<file path="src/rtl/dvp_capture_if.sv">
// Frame-buffer write-side bus driven by the DVP capture stage.
// Handshake: de is a pure valid strobe with no ready/back-pressure; the
// frame buffer must accept data on every cycle where de=1, and vs_n (active
// low) marks the frame sync that precedes the first line of a frame.
interface dvp_capture_if;
  logic        vs_n;
  logic        de;
  logic [15:0] data;

  modport master (output vs_n, output de, output data);
  modport slave  (input  vs_n, input  de, input  data);
endinterface

</file>
<file path="src/rtl/dvp_capture.sv">
// DVP camera capture: registers sensor VSYNC/HREF/PIXDATA, skips start-up
// frames, packs RAW10 or 2-byte RGB565 into 16-bit pixels and reports
// frame/line status plus sticky geometry error flags.
module dvp_capture #(
  parameter int H_RES       = 640,
  parameter int V_RES       = 480,
  parameter int SKIP_FRAMES = 2
) (
  input  logic                I_clk,
  input  logic                I_rst_n,
  input  logic                I_enable,
  input  logic                I_mode,
  input  logic                I_vsync,
  input  logic                I_href,
  input  logic [9:0]          I_pixdata,
  dvp_capture_if.master       O_fb,
  output logic                O_locked,
  output logic [7:0]          O_frame_cnt,
  output logic                O_line_err,
  output logic                O_frame_err,
  output logic [1:0]          O_dbg_state
);

  typedef enum logic [1:0] {
    ST_IDLE = 2'd0,
    ST_SKIP = 2'd1,
    ST_RUN  = 2'd2
  } state_t;

  localparam logic [11:0] LP_H_RES = 12'(H_RES);
  localparam logic [11:0] LP_V_RES = 12'(V_RES);
  localparam logic [7:0]  LP_SKIP  = 8'(SKIP_FRAMES);

  // input sampling stage
  logic        r_vs_d;
  logic        r_vs_q;
  logic        r_href_d;
  logic        r_href_q;
  logic [9:0]  r_pix_d;

  // control
  state_t      r_state;
  state_t      w_state_next;
  logic [7:0]  r_skip_cnt;
  logic [7:0]  w_skip_next;
  logic        w_clr_err;

  // datapath
  logic        r_phase;
  logic [7:0]  r_b0;
  logic        r_de;
  logic [15:0] r_data;
  logic        r_vs_n;
  logic [11:0] r_px_cnt;
  logic [11:0] r_line_cnt;
  logic [7:0]  r_frame_cnt;
  logic        r_line_err;
  logic        r_frame_err;

  logic        w_boundary;
  logic        w_href_fall;
  logic        w_run;
  logic        w_frame_close;
  logic        w_de_next;
  logic [15:0] w_data_next;
  logic        w_unused;

  assign w_boundary    = r_vs_d & ~r_vs_q;
  assign w_href_fall   = ~r_href_d & r_href_q;
  assign w_run         = (r_state == ST_RUN);
  assign w_frame_close = w_boundary & w_run;

  // RAW10 emits every HREF cycle; RGB565 only on the second byte.
  // VSYNC high gates data so a line overlapping the frame edge is dropped.
  assign w_de_next   = w_run & r_href_d & ~r_vs_d & (~I_mode | r_phase);
  assign w_data_next = I_mode ? {r_b0, r_pix_d[9:2]}
                              : {r_pix_d[9:5], r_pix_d[9:4], r_pix_d[9:5]};

  // the two LSBs of PIXDATA carry no information in either packing
  assign w_unused = ^r_pix_d[1:0];

  // single register stage on all sensor inputs plus edge-detect history
  always_ff @(posedge I_clk or negedge I_rst_n) begin
    if (!I_rst_n) begin
      r_vs_d   <= 1'b0;
      r_vs_q   <= 1'b0;
      r_href_d <= 1'b0;
      r_href_q <= 1'b0;
      r_pix_d  <= '0;
    end else begin
      r_vs_d   <= I_vsync;
      r_vs_q   <= r_vs_d;
      r_href_d <= I_href;
      r_href_q <= r_href_d;
      r_pix_d  <= I_pixdata;
    end
  end

  // FSM state and skip counter registers
  always_ff @(posedge I_clk or negedge I_rst_n) begin
    if (!I_rst_n) begin
      r_state    <= ST_IDLE;
      r_skip_cnt <= '0;
    end else begin
      r_state    <= w_state_next;
      r_skip_cnt <= w_skip_next;
    end
  end

  // next-state logic: decisions are taken only at frame boundaries
  always_comb begin
    w_state_next = r_state;
    w_skip_next  = r_skip_cnt;
    w_clr_err    = 1'b0;
    case (r_state)
      ST_IDLE: begin
        if (w_boundary && I_enable) begin
          w_skip_next = '0;
          if (SKIP_FRAMES > 0) begin
            w_state_next = ST_SKIP;
          end else begin
            w_state_next = ST_RUN;
            w_clr_err    = 1'b1;
          end
        end
      end
      ST_SKIP: begin
        if (w_boundary) begin
          if (!I_enable) begin
            w_state_next = ST_IDLE;
          end else begin
            w_skip_next = r_skip_cnt + 8'd1;
            if (w_skip_next == LP_SKIP) begin
              w_state_next = ST_RUN;
            end
          end
        end
      end
      ST_RUN: begin
        if (w_boundary && !I_enable) begin
          w_state_next = ST_IDLE;
        end
      end
      default: begin
        w_state_next = ST_IDLE;
      end
    endcase
  end

  // RGB565 byte phase and high-byte capture; phase restarts on every line
  always_ff @(posedge I_clk or negedge I_rst_n) begin
    if (!I_rst_n) begin
      r_phase <= 1'b0;
      r_b0    <= '0;
    end else begin
      if (!r_href_d) begin
        r_phase <= 1'b0;
      end else if (I_mode) begin
        r_phase <= ~r_phase;
      end
      if (r_href_d && !r_phase) begin
        r_b0 <= r_pix_d[9:2];
      end
    end
  end

  // output strobes; vs_n follows VSYNC only once the frame is being delivered
  always_ff @(posedge I_clk or negedge I_rst_n) begin
    if (!I_rst_n) begin
      r_de   <= 1'b0;
      r_data <= '0;
      r_vs_n <= 1'b1;
    end else begin
      r_de   <= w_de_next;
      if (w_de_next) begin
        r_data <= w_data_next;
      end
      r_vs_n <= ~((w_state_next == ST_RUN) & r_vs_d);
    end
  end

  // pixel-per-line and line-per-frame counters
  always_ff @(posedge I_clk or negedge I_rst_n) begin
    if (!I_rst_n) begin
      r_px_cnt   <= '0;
      r_line_cnt <= '0;
    end else begin
      if (w_href_fall) begin
        r_px_cnt <= '0;
      end else if (w_de_next) begin
        r_px_cnt <= r_px_cnt + 12'd1;
      end
      if (w_boundary) begin
        r_line_cnt <= '0;
      end else if (w_href_fall && w_run) begin
        r_line_cnt <= r_line_cnt + 12'd1;
      end
    end
  end

  // frame counter and sticky geometry errors, evaluated at line/frame close
  always_ff @(posedge I_clk or negedge I_rst_n) begin
    if (!I_rst_n) begin
      r_frame_cnt <= '0;
      r_line_err  <= 1'b0;
      r_frame_err <= 1'b0;
    end else begin
      if (w_frame_close) begin
        r_frame_cnt <= r_frame_cnt + 8'd1;
      end
      if (w_clr_err) begin
        r_line_err <= 1'b0;
      end else if (w_href_fall && w_run && (r_px_cnt != LP_H_RES)) begin
        r_line_err <= 1'b1;
      end
      if (w_clr_err) begin
        r_frame_err <= 1'b0;
      end else if (w_frame_close && (r_line_cnt != LP_V_RES)) begin
        r_frame_err <= 1'b1;
      end
    end
  end

  assign O_fb.vs_n   = r_vs_n;
  assign O_fb.de     = r_de;
  assign O_fb.data   = r_data;
  assign O_locked    = w_run;
  assign O_frame_cnt = r_frame_cnt;
  assign O_line_err  = r_line_err;
  assign O_frame_err = r_frame_err;
  assign O_dbg_state = r_state;

endmodule

</file>
<file path="src/flat_wrapper.sv">
// flat-port wrapper written by rule: the top's interface ports become plain ports
module dvp_capture_flat 
#(
  parameter int H_RES       = 640,
  parameter int V_RES       = 480,
  parameter int SKIP_FRAMES = 2
)
  (I_clk, I_rst_n, I_enable, I_mode, I_vsync, I_href, I_pixdata, O_locked, O_frame_cnt, O_line_err, O_frame_err, O_dbg_state, O_fb_vs_n, O_fb_de, O_fb_data);
  dvp_capture_if O_fb_i ();
  input  logic I_clk;
  input  logic I_rst_n;
  input  logic I_enable;
  input  logic I_mode;
  input  logic I_vsync;
  input  logic I_href;
  input  logic [9:0] I_pixdata;
  output logic O_locked;
  output logic [7:0] O_frame_cnt;
  output logic O_line_err;
  output logic O_frame_err;
  output logic [1:0] O_dbg_state;
  output wire logic [$bits(O_fb_i.vs_n)-1:0] O_fb_vs_n;
  output wire logic [$bits(O_fb_i.de)-1:0] O_fb_de;
  output wire logic [$bits(O_fb_i.data)-1:0] O_fb_data;
  assign O_fb_vs_n = O_fb_i.vs_n;
  assign O_fb_de = O_fb_i.de;
  assign O_fb_data = O_fb_i.data;
  dvp_capture #(.H_RES(H_RES), .V_RES(V_RES), .SKIP_FRAMES(SKIP_FRAMES)) u_core (.I_clk(I_clk), .I_rst_n(I_rst_n), .I_enable(I_enable), .I_mode(I_mode), .I_vsync(I_vsync), .I_href(I_href), .I_pixdata(I_pixdata), .O_fb(O_fb_i), .O_locked(O_locked), .O_frame_cnt(O_frame_cnt), .O_line_err(O_line_err), .O_frame_err(O_frame_err), .O_dbg_state(O_dbg_state));
endmodule
</file>
<file path="config.mk">
export PLATFORM = sky130hd
export DESIGN_NAME = dvp_capture_flat
export DESIGN_NICKNAME = d
export VERILOG_FILES = /design/src/rtl/dvp_capture_if.sv /design/src/rtl/dvp_capture.sv /design/src/flat_wrapper.sv
export SDC_FILE = /design/constraint.sdc
export NUM_CORES = 1
export LEC_CHECK = 0
export CAP_MARGIN = 20
export CORE_ASPECT_RATIO = 0.5
export CORE_MARGIN = 5
export CORE_UTILIZATION = 55
export CTS_CLUSTER_SIZE = 20
export DETAILED_ROUTE_END_ITERATION = 8
export PLACE_DENSITY_LB_ADDON = 0.3
export SLEW_MARGIN = 20
export SYNTH_ARGS = -nofsm -noshare
export SYNTH_HDL_FRONTEND = slang
export SYNTH_SLANG_ARGS = --single-unit
</file>
<file path="constraint.sdc">
create_clock -name I_clk -period 2.2 [get_ports I_clk]
set_input_delay 0.66 -clock I_clk [delete_from_list [all_inputs] [get_ports I_clk]]
set_output_delay 0.66 -clock I_clk [all_outputs]
set_load 0.05 [all_outputs]
</file>
; ---- Yosys cells after proc, flatten, opt, wreduce, memory -nomap -nowiden
; Index checks and enable logic that the tools add are counted.
[totals]
regBits = 85
output_inout_bits = 31
[classes]
add_sub_neg = 4
n_eq_ne = 10
muxes = 17
bitwise = 14
n_reduce_logical = 13
[op_table]
columns = operator, count
row1 = $mux 12, 4
row2 = $add 12x1->12 const B, 2
row3 = $mux 8, 3
row4 = $add 8x1->8 const B, 2
row5 = $mux 16, 1
row6 = $pmux 8 s2, 1
row7 = $ne 12x10->1 const B, 1
row8 = $ne 12x9->1 const B, 1
row9 = $mux 2, 5
row10 = $eq 8x2->1 const B, 1
row11 = $and 1x1->1, 7
row12 = $logic_and 1x1->1, 6
row13 = $not 1->1, 6
row14 = $pmux 2 s3, 1
row15 = $reduce_bool 2->1, 3
row16 = $eq 2x2->1 const B, 2
row17 = $ne 2x1->1 const B, 2
row18 = $ne 2x2->1 const B, 2
row19 = $reduce_and 4->1, 1
row20 = $eq 2x1->1 const B, 1
row21 = $logic_not 1->1, 2
row22 = $logic_not 2->1, 1
row23 = $mux 1, 2
row24 = $or 1x1->1, 1

; ---- Logic depth before layout (Yosys ltp)
; Gate-level depths: netlist (run 1).
[logic_depth]
ltp_word = 9
depth_mapped = 6
depth_no_buf = 6

; ---- Least setup slack after synthesis (run 1)
; No wires, ideal clock.
[synth_timing]
path_type = reg2out
from = reg u_core.r_state[0], in the netlist u_core.O_dbg_state[0]
to = out O_locked
t_arrival_ns = 1.361
t_required_ns = 1.540
setup_slack_ns = 0.179
stages_incl_launch_ff = 5
path_buffers = 1
path_cell_list = dfrtp_1 -> buf_2 -> inv_1 -> nand2_1 -> inv_1
[synth_between]
elab_chain_len = 1
[synth_lines]
columns = item, line
row1 = from (decl), dvp_capture.sv:42  ; state_t r_state;
row2 = from (signal assigned), dvp_capture.sv:105  ; r_state <= w_state_next;
row3 = $eq 2x2->1, dvp_capture.sv:70  ; assign w_run = (r_state == ST_RUN);
row4 = to (decl), flat_wrapper.sv:17  ; output logic O_locked;
; No other way between the ends.

; ---- Worst setup path after layout (run 1)
[layout_timing]
from = reg u_core.r_frame_cnt[7], in the netlist u_core.O_frame_cnt[7]
to = out O_frame_cnt[7]
[layout_rtl]
columns = item, line
row1 = from (decl), dvp_capture.sv:56  ; logic [7:0] r_frame_cnt;
row2 = from (signal assigned), dvp_capture.sv:209  ; r_frame_cnt <= r_frame_cnt + 8'd1;
row3 = to (decl), flat_wrapper.sv:18  ; output logic [7:0] O_frame_cnt;
; No word-level cell between the ends.

==> results.toml, run 1 <==
[clocking]
htreeDepth = 3
cts_tree = "yes"
cts_sinks = 83
cts-buffers-inserted = 9
clockRootBuffer = "clkbuf_16"
clk_latency_ps = 340
clk_path_buf_depth = 2
clk_pin_slew_ps = 60

[power_and_ir_drop]
power_density_mw_per_mm2 = 788
switching_share_pct = 27.2
leakagePower_nw = 2.33
ir_worst_vdd_uv = 555
switching_power_w = 0.00103
power.total_w = 0.00377
pwr-share-clk_pct = 39.0
power_frac_comb_pct = 14.8
power_frac_seq_pct = 46.2
internal-power_w = 0.00275

[timing]
min_period_over_period_pct = 98.1
fin_worst_skew_ps = 6.78
slew_viol_final = 0
setup_slack_ps = 42.0
finalSetupViolations = 0
fmax_ghz = 0.463
max_slew_margin_pct = 53.8
hold_viol = 0
rsz0062_at_grt = "false"
worst_pin_slew_ps = 692
setup_tns_ps = 0
period_needed_ps = 2160

[drt]
drtPass1Iterations = 6
viasPerCell = 5.88
drc = 0
vias = 3052
wire_per_inst_um = 16.2
drt_iter0_markers = 192
drt.antenna.violating_nets = 0
routed_wl_um = 8390

[worst_setup_path]
critPathKind = "register to output pin"
crit_fanout = 2
cp_num_buf_inv = 1
cp.required_ps = 1540
slowest_stage = "clkdlybuf4s50_1"
end_kind = "output pin"
r2r_slack_ps = 260
path_delay_family = "buffers and inverters"
worstPathCellList = "clkdlybuf4s50_1"
cp-start-kind = "register"
r2r-end = "u_core.O_dbg_state[0]"
regToRegStartpoint = "u_core.r_skip_cnt[0]"
cp_data_arrival_time_ps = 1500
max_stage_delay_ps = 800
worstRegToRegCells = 5

[synthesis]
seq_area_frac_synth_pct = 54.0
synth_ff_type = "dfrtp_1"
ys_ff_latch = 83
yosys.area.top_type = "dfrtp_1"
synth_commonest_cells = "82 x dfrtp_1, 45 x nand2_1, 30 x o21ai_0"
synthArstFlopShare_pct = 100
syn_area_mm2 = 0.00385
netlist_instances = 371
yosysTopAreaCellShare_pct = 53.3
netlist_top_cells_area = "dfrtp_1 53%, nand2_1 4.4%, o21ai_0 3.9%"
synth_most_common_cell = "dfrtp_1"
synth_edf_count = 0
syn_avg_cell_area_um2 = 10.4
synth_warnings = 0
synthesis.nets = 394
yosysUniqueCellTypes = 56

[grt]
grt_max_degree = 41
grtUsageTotal_pct = 19.9
grt_pass1_wl_um = 14200
antenna_found_initial = 0
overflow = 0
grt_pass1_vias = 3018

[layout]
layout-drive-gt1-share_pct = 15.2
nNetsFinal = 447
area_growth_pct = 24.4
instances_no_fill = 519
post-route-util_pct = 70.9
antenna_cells = 0

[die]
die-area_mm2 = 0.00887
die_height_um = 69.2
core_mm2 = 0.00675
initial_core_util_pct = 57.0
rows = 21
io_pins = 47
die_x_um = 128

[place]
numPortBuffers = 44
place_ws_ps = -49.5
dpl.cell_count = 505
place_hpwl_um = 5830
gp_congestion = 0.862

[run]
maxCapViolCount = 0

[worst_hold_path]
hp-class = "input pin to asynchronous set/reset pin"

[outcome]
status = "finished, final reports clean"
==> worst max path at each step <==
stage	cells past startpoint	slack (ps)	start	endpoint
after CTS	1	5	u_core.O_fb.data[2]	O_fb_data[2]
after detailed placement	5	-50	I_mode	u_core.r_px_cnt[11]
after floorplan	4	180	u_core.O_dbg_state[0]	O_locked
after global routing	1	2	u_core.O_fb.data[1]	O_fb_data[1]
after global placement	5	20	I_enable	u_core.r_skip_cnt[5]
final	1	40	u_core.O_frame_cnt[7]	O_frame_cnt[7]
==> metal layers <==
| metal | vias up | routed length, um | GRT usage, % |
|---|---|---|---|
| met2 | 123 | 4030 | 31.9 |
| met5 | - | 0 | 0 |
| met3 | 14 | 627 | 7.33 |
| met4 | 0 | 112 | 6.00 |
| met1 | 1491 | 3620 | 25.1 |
| li1 | 1424 | - | - |
==> placed cells by master (no fill, tap or decap), types with 3 or more instances in the layout <==
master and instances:
a21oi_1 29, buf_12 4, buf_4 26, clkbuf_16 9, clkdlybuf4s50_1 16, dfrtp_1 81
dlymetal6s2s_1 14, ha_1 7, inv_1 12, mux2_2 9, mux2i_1 5, nand2_1 45
nand2b_1 7, nand3_1 13, nand4_1 9, nor2_1 19, nor2b_1 7, nor3_1 6
nor4b_1 3, o21ai_0 30, o31ai_1 4, or3_1 5, or4_1 4, xnor2_1 9
xor2_1 8
==> cell families (layout without fill, tap and decap cells) <==
group / Yosys count / count (layout) / synth area share, %
and+or+nand+nor: 134 / 134 / 18.4
AOI/OAI and AO/OA: 84 / 84 / 13.9
DFF: 83 / 83 / 54.0
buffers and inverters: 32 / 88 / 3.64
xor gates and xnor gates: 17 / 17 / 3.87
muxes: 14 / 14 / 3.93
adders and majority gates: 7 / 7 / 2.27
==> worst register-to-register path: stages (launching register included) <==
cell and delay (ps):
dfrtp_1 380, ha_1 270, a311o_2 340, o41a_1 110
a2111o_1 450, a32o_2 280
==> flip-flops by register name, indices dropped and copies added (netlist names) <==
register,flops
u_core.O_dbg_state,2
u_core.O_fb.data,16
u_core.O_fb.de,1
u_core.O_fb.vs_n,1
u_core.O_frame_cnt,8
u_core.O_frame_err,1
u_core.O_line_err,1
u_core.r_b0,8
u_core.r_href_d,1
u_core.r_href_q,1
u_core.r_line_cnt,12
u_core.r_phase,1
u_core.r_pix_d,8
u_core.r_px_cnt,12
u_core.r_skip_cnt,8
u_core.r_vs_d,1
u_core.r_vs_q,1
==> power groups by stage <==
stage	combinational, W	clock (W)	sequential, W
3_5_place_dp	0.000564	0	0.00176
6_report	0.000558	0.00147	0.00174
2_1_floorplan	0.000255	0	0.00186
4_1_cts	0.000566	0.00150	0.00174
5_1_grt	0.000606	0.00157	0.00176
3_3_place_gp	0.000545	0	0.00175
==> cell type report <==
| type | instances | area, um^2 |
|---|---|---|
| Clock buffer | 10 | 239 |
| Clock inverter | 4 | 51.3 |
| Sequential cell | 83 | 2080 |
| Fill cell | 474 | 1960 |
| Timing Repair Buffer | 62 | 628 |
| Multi-Input combinational cell | 256 | 1630 |
| Inverter | 12 | 45.0 |
| Tap cell | 92 | 115 |
==> what timing repair did <==
action / 4_1_cts / 5_1_grt
endpoints found under the setup margin: 2 / 15
resized for setup: 2 / 15
hold endpoints to repair: 0 / 0
buffers inserted: 0 / 0
hold buffers: 0 / 0
==> stage by stage <==
stage	instance area (um^2)	hold WS, ps
after floorplan	3850	364
after global placement	4470	452
after detailed placement	4470	458
after CTS	4750	315
after global routing	4790	349
final	4790	302
No activity file was read; power rests on OpenSTA's default activity.
==> run 2: changes to the inputs <==
TNS_END_PERCENT = 100   (was not set)
==> results of run 2 <==
The final DEF is identical to that of run 1; final timing and power are the same.
==> run 3: changes to the inputs <==
CTS_CLUSTER_SIZE = not set   (was 20)
==> results of run 3 <==
The final DEF is identical to that of run 1; final timing and power are the same.
